[config.mk]
export PLATFORM = sky130hd
export DESIGN_NAME = exec_run_controller
export DESIGN_NICKNAME = d
export VERILOG_FILES = /design/src/rtl/exec_run_controller.sv
export SDC_FILE = /design/constraint.sdc
export NUM_CORES = 1
export LEC_CHECK = 0
export CORE_UTILIZATION = 30
export DETAILED_ROUTE_END_ITERATION = 10
export PLACE_DENSITY = 0.74
export SLEW_MARGIN = 15
export SYNTH_ARGS = -nofsm -noshare
export SYNTH_HDL_FRONTEND = slang
export SYNTH_SLANG_ARGS = --single-unit
[constraint.sdc]
create_clock -name clk -period 1.7 [get_ports clk]
set_input_delay 0.17 -clock clk [delete_from_list [all_inputs] [get_ports clk]]
set_output_delay 0.17 -clock clk [all_outputs]
set_load 0.05 [all_outputs]
[src/rtl/exec_run_controller.sv]
// Run/halt/step sequencer: gates PC/commit enable on syscall halts, a PC breakpoint
// and debounced go/step buttons; also drives the display strobe and retired count.

module erc_debounce #(
  parameter int DEBOUNCE_CYCLES = 4
) (
  input  logic clk,
  input  logic rst_n,
  input  logic btn_i,
  output logic pulse_o
);
  localparam int CW = $clog2(DEBOUNCE_CYCLES + 1);

  logic [1:0]    sync_q;
  logic [CW-1:0] cnt_q, cnt_d;
  logic          lvl_q, lvl_d, lvl_prev_q;

  // Level flips on the DEBOUNCE_CYCLES-th consecutive disagreeing synced sample.
  always_comb begin
    cnt_d = '0;
    lvl_d = lvl_q;
    if (sync_q[1] != lvl_q) begin
      if (cnt_q == CW'(DEBOUNCE_CYCLES - 1)) lvl_d = sync_q[1];
      else                                   cnt_d = cnt_q + CW'(1);
    end
  end

  always_ff @(posedge clk or negedge rst_n) begin
    if (!rst_n) begin
      sync_q     <= '0;
      cnt_q      <= '0;
      lvl_q      <= 1'b0;
      lvl_prev_q <= 1'b0;
    end else begin
      sync_q     <= {sync_q[0], btn_i};
      cnt_q      <= cnt_d;
      lvl_q      <= lvl_d;
      lvl_prev_q <= lvl_q;
    end
  end

  assign pulse_o = lvl_q & ~lvl_prev_q;
endmodule

module exec_run_controller #(
  parameter int DATA_BITS       = 32,
  parameter int DEBOUNCE_CYCLES = 4,
  parameter int DISPLAY_CODE    = 34
) (
  input  logic                 clk,
  input  logic                 rst_n,
  input  logic                 btn_go,
  input  logic                 btn_step,
  input  logic                 syscall,
  input  logic [DATA_BITS-1:0] reg_v0,
  input  logic [DATA_BITS-1:0] pc,
  input  logic                 bp_en,
  input  logic [DATA_BITS-1:0] bp_addr,
  output logic                 pcen,
  output logic                 halted,
  output logic                 display_we,
  output logic [1:0]           halt_cause,
  output logic [DATA_BITS-1:0] retired_cnt
);
  localparam int NUM_BTN = 2;
  localparam logic [1:0] CAUSE_NONE = 2'd0, CAUSE_SYS = 2'd1,
                         CAUSE_BP   = 2'd2, CAUSE_STEP = 2'd3;

  typedef enum logic {RUN, HALT} state_e;

  state_e               state_q, state_d;
  logic [1:0]           cause_q, cause_d;
  logic [DATA_BITS-1:0] cnt_q, cnt_d;
  logic [NUM_BTN-1:0]   btn_raw, btn_p;
  logic                 go_p, step_p, is_display, sys_halt, bp_hit;

  // Bit 0 = go, bit 1 = step; both buttons share identical conditioning.
  assign btn_raw = {btn_step, btn_go};

  erc_debounce #(.DEBOUNCE_CYCLES(DEBOUNCE_CYCLES)) u_btn [NUM_BTN-1:0] (
    .clk     (clk),
    .rst_n   (rst_n),
    .btn_i   (btn_raw),
    .pulse_o (btn_p)
  );

  assign go_p       = btn_p[0];
  assign step_p     = btn_p[1];
  assign is_display = (reg_v0 == DATA_BITS'(DISPLAY_CODE));
  assign sys_halt   = syscall && !is_display;
  assign bp_hit     = bp_en && (pc == bp_addr);

  always_comb begin
    state_d = state_q;
    cause_d = cause_q;
    pcen    = 1'b0;
    case (state_q)
      RUN: begin
        if (sys_halt) begin
          state_d = HALT;
          cause_d = CAUSE_SYS;
        end else if (bp_hit) begin
          state_d = HALT;
          cause_d = CAUSE_BP;
        end else begin
          pcen = 1'b1;
        end
      end
      HALT: begin
        // The resume cycle commits the halting instruction without re-checking bp.
        if (go_p) begin
          pcen    = 1'b1;
          state_d = RUN;
          cause_d = CAUSE_NONE;
        end else if (step_p) begin
          pcen    = 1'b1;
          cause_d = CAUSE_STEP;
        end
      end
      default: state_d = RUN;
    endcase
    cnt_d = (pcen && !(&cnt_q)) ? cnt_q + DATA_BITS'(1) : cnt_q;
  end

  always_ff @(posedge clk or negedge rst_n) begin
    if (!rst_n) begin
      state_q <= RUN;
      cause_q <= CAUSE_NONE;
      cnt_q   <= '0;
    end else begin
      state_q <= state_d;
      cause_q <= cause_d;
      cnt_q   <= cnt_d;
    end
  end

  assign halted      = (state_q == HALT);
  assign halt_cause  = cause_q;
  assign retired_cnt = cnt_q;
  assign display_we  = syscall && is_display && pcen;
endmodule

==> results.toml <==
[worst_setup_path]
crit_type = "reg2reg"
worstPathCellList = "and4_4 > and3_4 > nand4_1 > nor4_4 > nor4_4 > buf_12 > mux2_4"
required_ns = 1.89
critPathSlowestCell = "dfrtp_2"
slowest_delay_ns = 0.37
end_kind = "flip-flop"
ff2ff_path_depth = 7
arrival_ns = 2.16
cp-start-kind = "flip-flop"
worst_path_most_repeated_cell = "nor4_4"
worst-path-max-fanout = 28

[die]
rows = 33
dieArea_um2 = 9070
start_util_pct = 31.4
io_pins = 139
dieHeight_um = 95.2
core-area_um2 = 8300
die_w_um = 95.2

[yosys]
async_flop_share_pct = 100
avgSynthCellArea_um2 = 10.9
ys_types = 30
netlist_instances = 240
syn_area_um2 = 2610
syn_nets = 345
synthFlopType = "dfrtp_1"
yosysWarnings = 0
synth_seq_cells = 49
yosysSeqAreaShare_pct = 47.0
synth-edff-count = 0

[run_status]
violations = "setup timing"
status = "complete, but fails checks"

[place]
io_buffer_count = 138
post_dp_cell_area_um2 = 4550
gp_congestion = 0.836
pre_cts_slack_ns = -0.739
dp_hpwl_mm = 6.34

[route]
route.detailed.drc = 0
via_per_inst = 4.66
drtPass1Iterations = 4
antenna_left = 0
wl_mm = 8.00
drtIter0Drc = 69
drt-wirelength-per-cell_um = 14.3
vias = 2600

[global_routing]
first_global_vias = 2632
grt_max_degree = 50
track_usage_pct = 17.7
grt_antenna_before_repair = 0
grt_pass1_wl_mm = 12.2
grt_overflow = 0

[sta]
fin_ws_ns = -0.266
fin_crit_ns = 1.97
finClkSkew_ns = 0.00881
setup_violations = 34
timing.final.crit_share_pct = 116
slew_violations = 0
finalHoldViolations = 0
fmax_mhz = 509
worst_slew_pin_slew_ns = 0.298
slew_headroom_pct = 80.0
rsz0062_at_grt = "true"

[worst_hold_path]
min_path_cells = 1
hold_class = "in2reg"

[layout]
multi_input_area_um2 = 1580
diodes = 0
final_common_cell = "buf_4"
areaGrowthSynthToFinish_pct = 79.6
mostFrequentLayoutCells = "buf_4 (100), dfrtp_1 (35), xnor2_1 (30), xor2_1 (29), clkdlybuf4s15_1 (25)"
n_fill_cell = 745
fin_area_um2 = 4680
drive_above_1_share_pct = 51.4
layout.nets = 557
seq_area_um2 = 1240

[power]
peakVddDrop_uv = 1050
power.total_uw = 4690
power.leakage_uw = 0.00221
power_density_nw_per_um2 = 1000

[clocking]
clock_sinks = 49
htreeDepth = 2
clk_latency_ns = 0.30
cts_made_buffers = 5
clk_pin_slew_ns = 0.09
clk_path_buf_depth = 2
tritoncts = "done"
cts-root-buf = "clkbuf_8"

[job]
drv_cap = 0
==> worst max-delay path, delay by kind of cell (launching register included) <==
kind	cells	cell delay (ns)
buffers and inverters	1	0.17
and+or+nand+nor	5	0.99
DFF	1	0.37
muxes	1	0.30
==> flip-flops by register name (all words and copies together), names as in the netlist <==
signal,cells
halt_cause,2
halted,1
retired_cnt,32
u_btn.cnt_q,6
u_btn.lvl_prev_q,2
u_btn.lvl_q,2
u_btn.sync_q,4
==> final timing paths <==
check / from / end / slack, ns
worst max register to register: retired_cnt[23] / retired_cnt[1] / -0.27
worst max-delay path: retired_cnt[23] / retired_cnt[1] / -0.27
max in group asynchronous: rst_n / retired_cnt[6] / 1.07
worst min-delay path: btn_step / u_btn[1].sync_q[0] / 0.30
min in group asynchronous: rst_n / retired_cnt[19] / 0.39
worst min register to register: u_btn[1].sync_q[0] / u_btn[1].sync_q[1] / 0.37
==> metal layers <==
metal	GRT usage, %	part of all wire [%]
met1	22.0	41
met2	31.8	54
met3	2.31	3.9
met4	4.92	0.91
met5	0	0
==> cell usage after synthesis, types with 2 or more instances <==
library cell	n	area [um2]
xor2_1	32	280
nand3_2	4	40.0
inv_1	3	11.3
nand2b_1	2	12.5
nor2b_1	3	18.8
xnor2_1	32	280
nand2_1	10	37.5
or2_2	2	12.5
nor4_1	13	81.3
ha_1	3	37.5
nor2_1	12	45.0
nor4b_1	2	17.5
nand3_1	13	65.1
nor3_1	8	40.0
and3_1	9	56.3
dfrtp_1	49	1230
buf_6	2	22.5
nor4_2	3	37.5
mux2_2	4	45.0
nand4_1	20	125
nor3b_1	5	37.5
==> layout make-up <==
class	count	area share [%]
Multi-Input combinational cell	185	33.8
Inverter	3	0.241
Tap cell	105	2.81
Clock buffer	7	2.06
Clock inverter	1	0.107
Timing Repair Buffer	208	34.4
Sequential cell	49	26.6
==> power by group <==
part	switching [uW]	total (uW)	internal, uW
clock network	382	750	368
registers	117	1500	1380
logic	1300	2440	1140
==> cells by family (layout without fill, tap and decap cells) <==
group / after synthesis / after routing / share of synthesized area, %
buffers and inverters: 6 / 219 / 1.49
AOI/OAI and AO/OA: 1 / 1 / 0.432
xor gates and xnor gates: 64 / 64 / 21.5
and+or+nand+nor: 112 / 112 / 26.0
muxes: 5 / 5 / 2.16
DFF: 49 / 49 / 47.0
adders and majority gates: 3 / 3 / 1.44
==> metrics by stage <==
stage / util (%) / TNS, ns / hold WS, ns / instances
after detailed placement: 54.8 / -23.04 / 0.179 / 540
after CTS: 56.3 / -5.45 / 0.296 / 555
after global placement: 54.8 / -21.96 / 0.171 / 540
final: 56.4 / -4.90 / 0.304 / 558
after global routing: 56.4 / -7.40 / 0.312 / 558
after floorplan: - / -9.82 / -0.126 / 240
==> timing repair <==
action | CTS | global route
buffers inserted | 8 | 5
setup endpoints to repair | 36 | 35
pin swaps | 59 | 39
hold buffers | 1 | 0
hold endpoints to repair | 49 | 0
gates resized for setup | 216 | 63
Power figures use the tool's default switching activity.
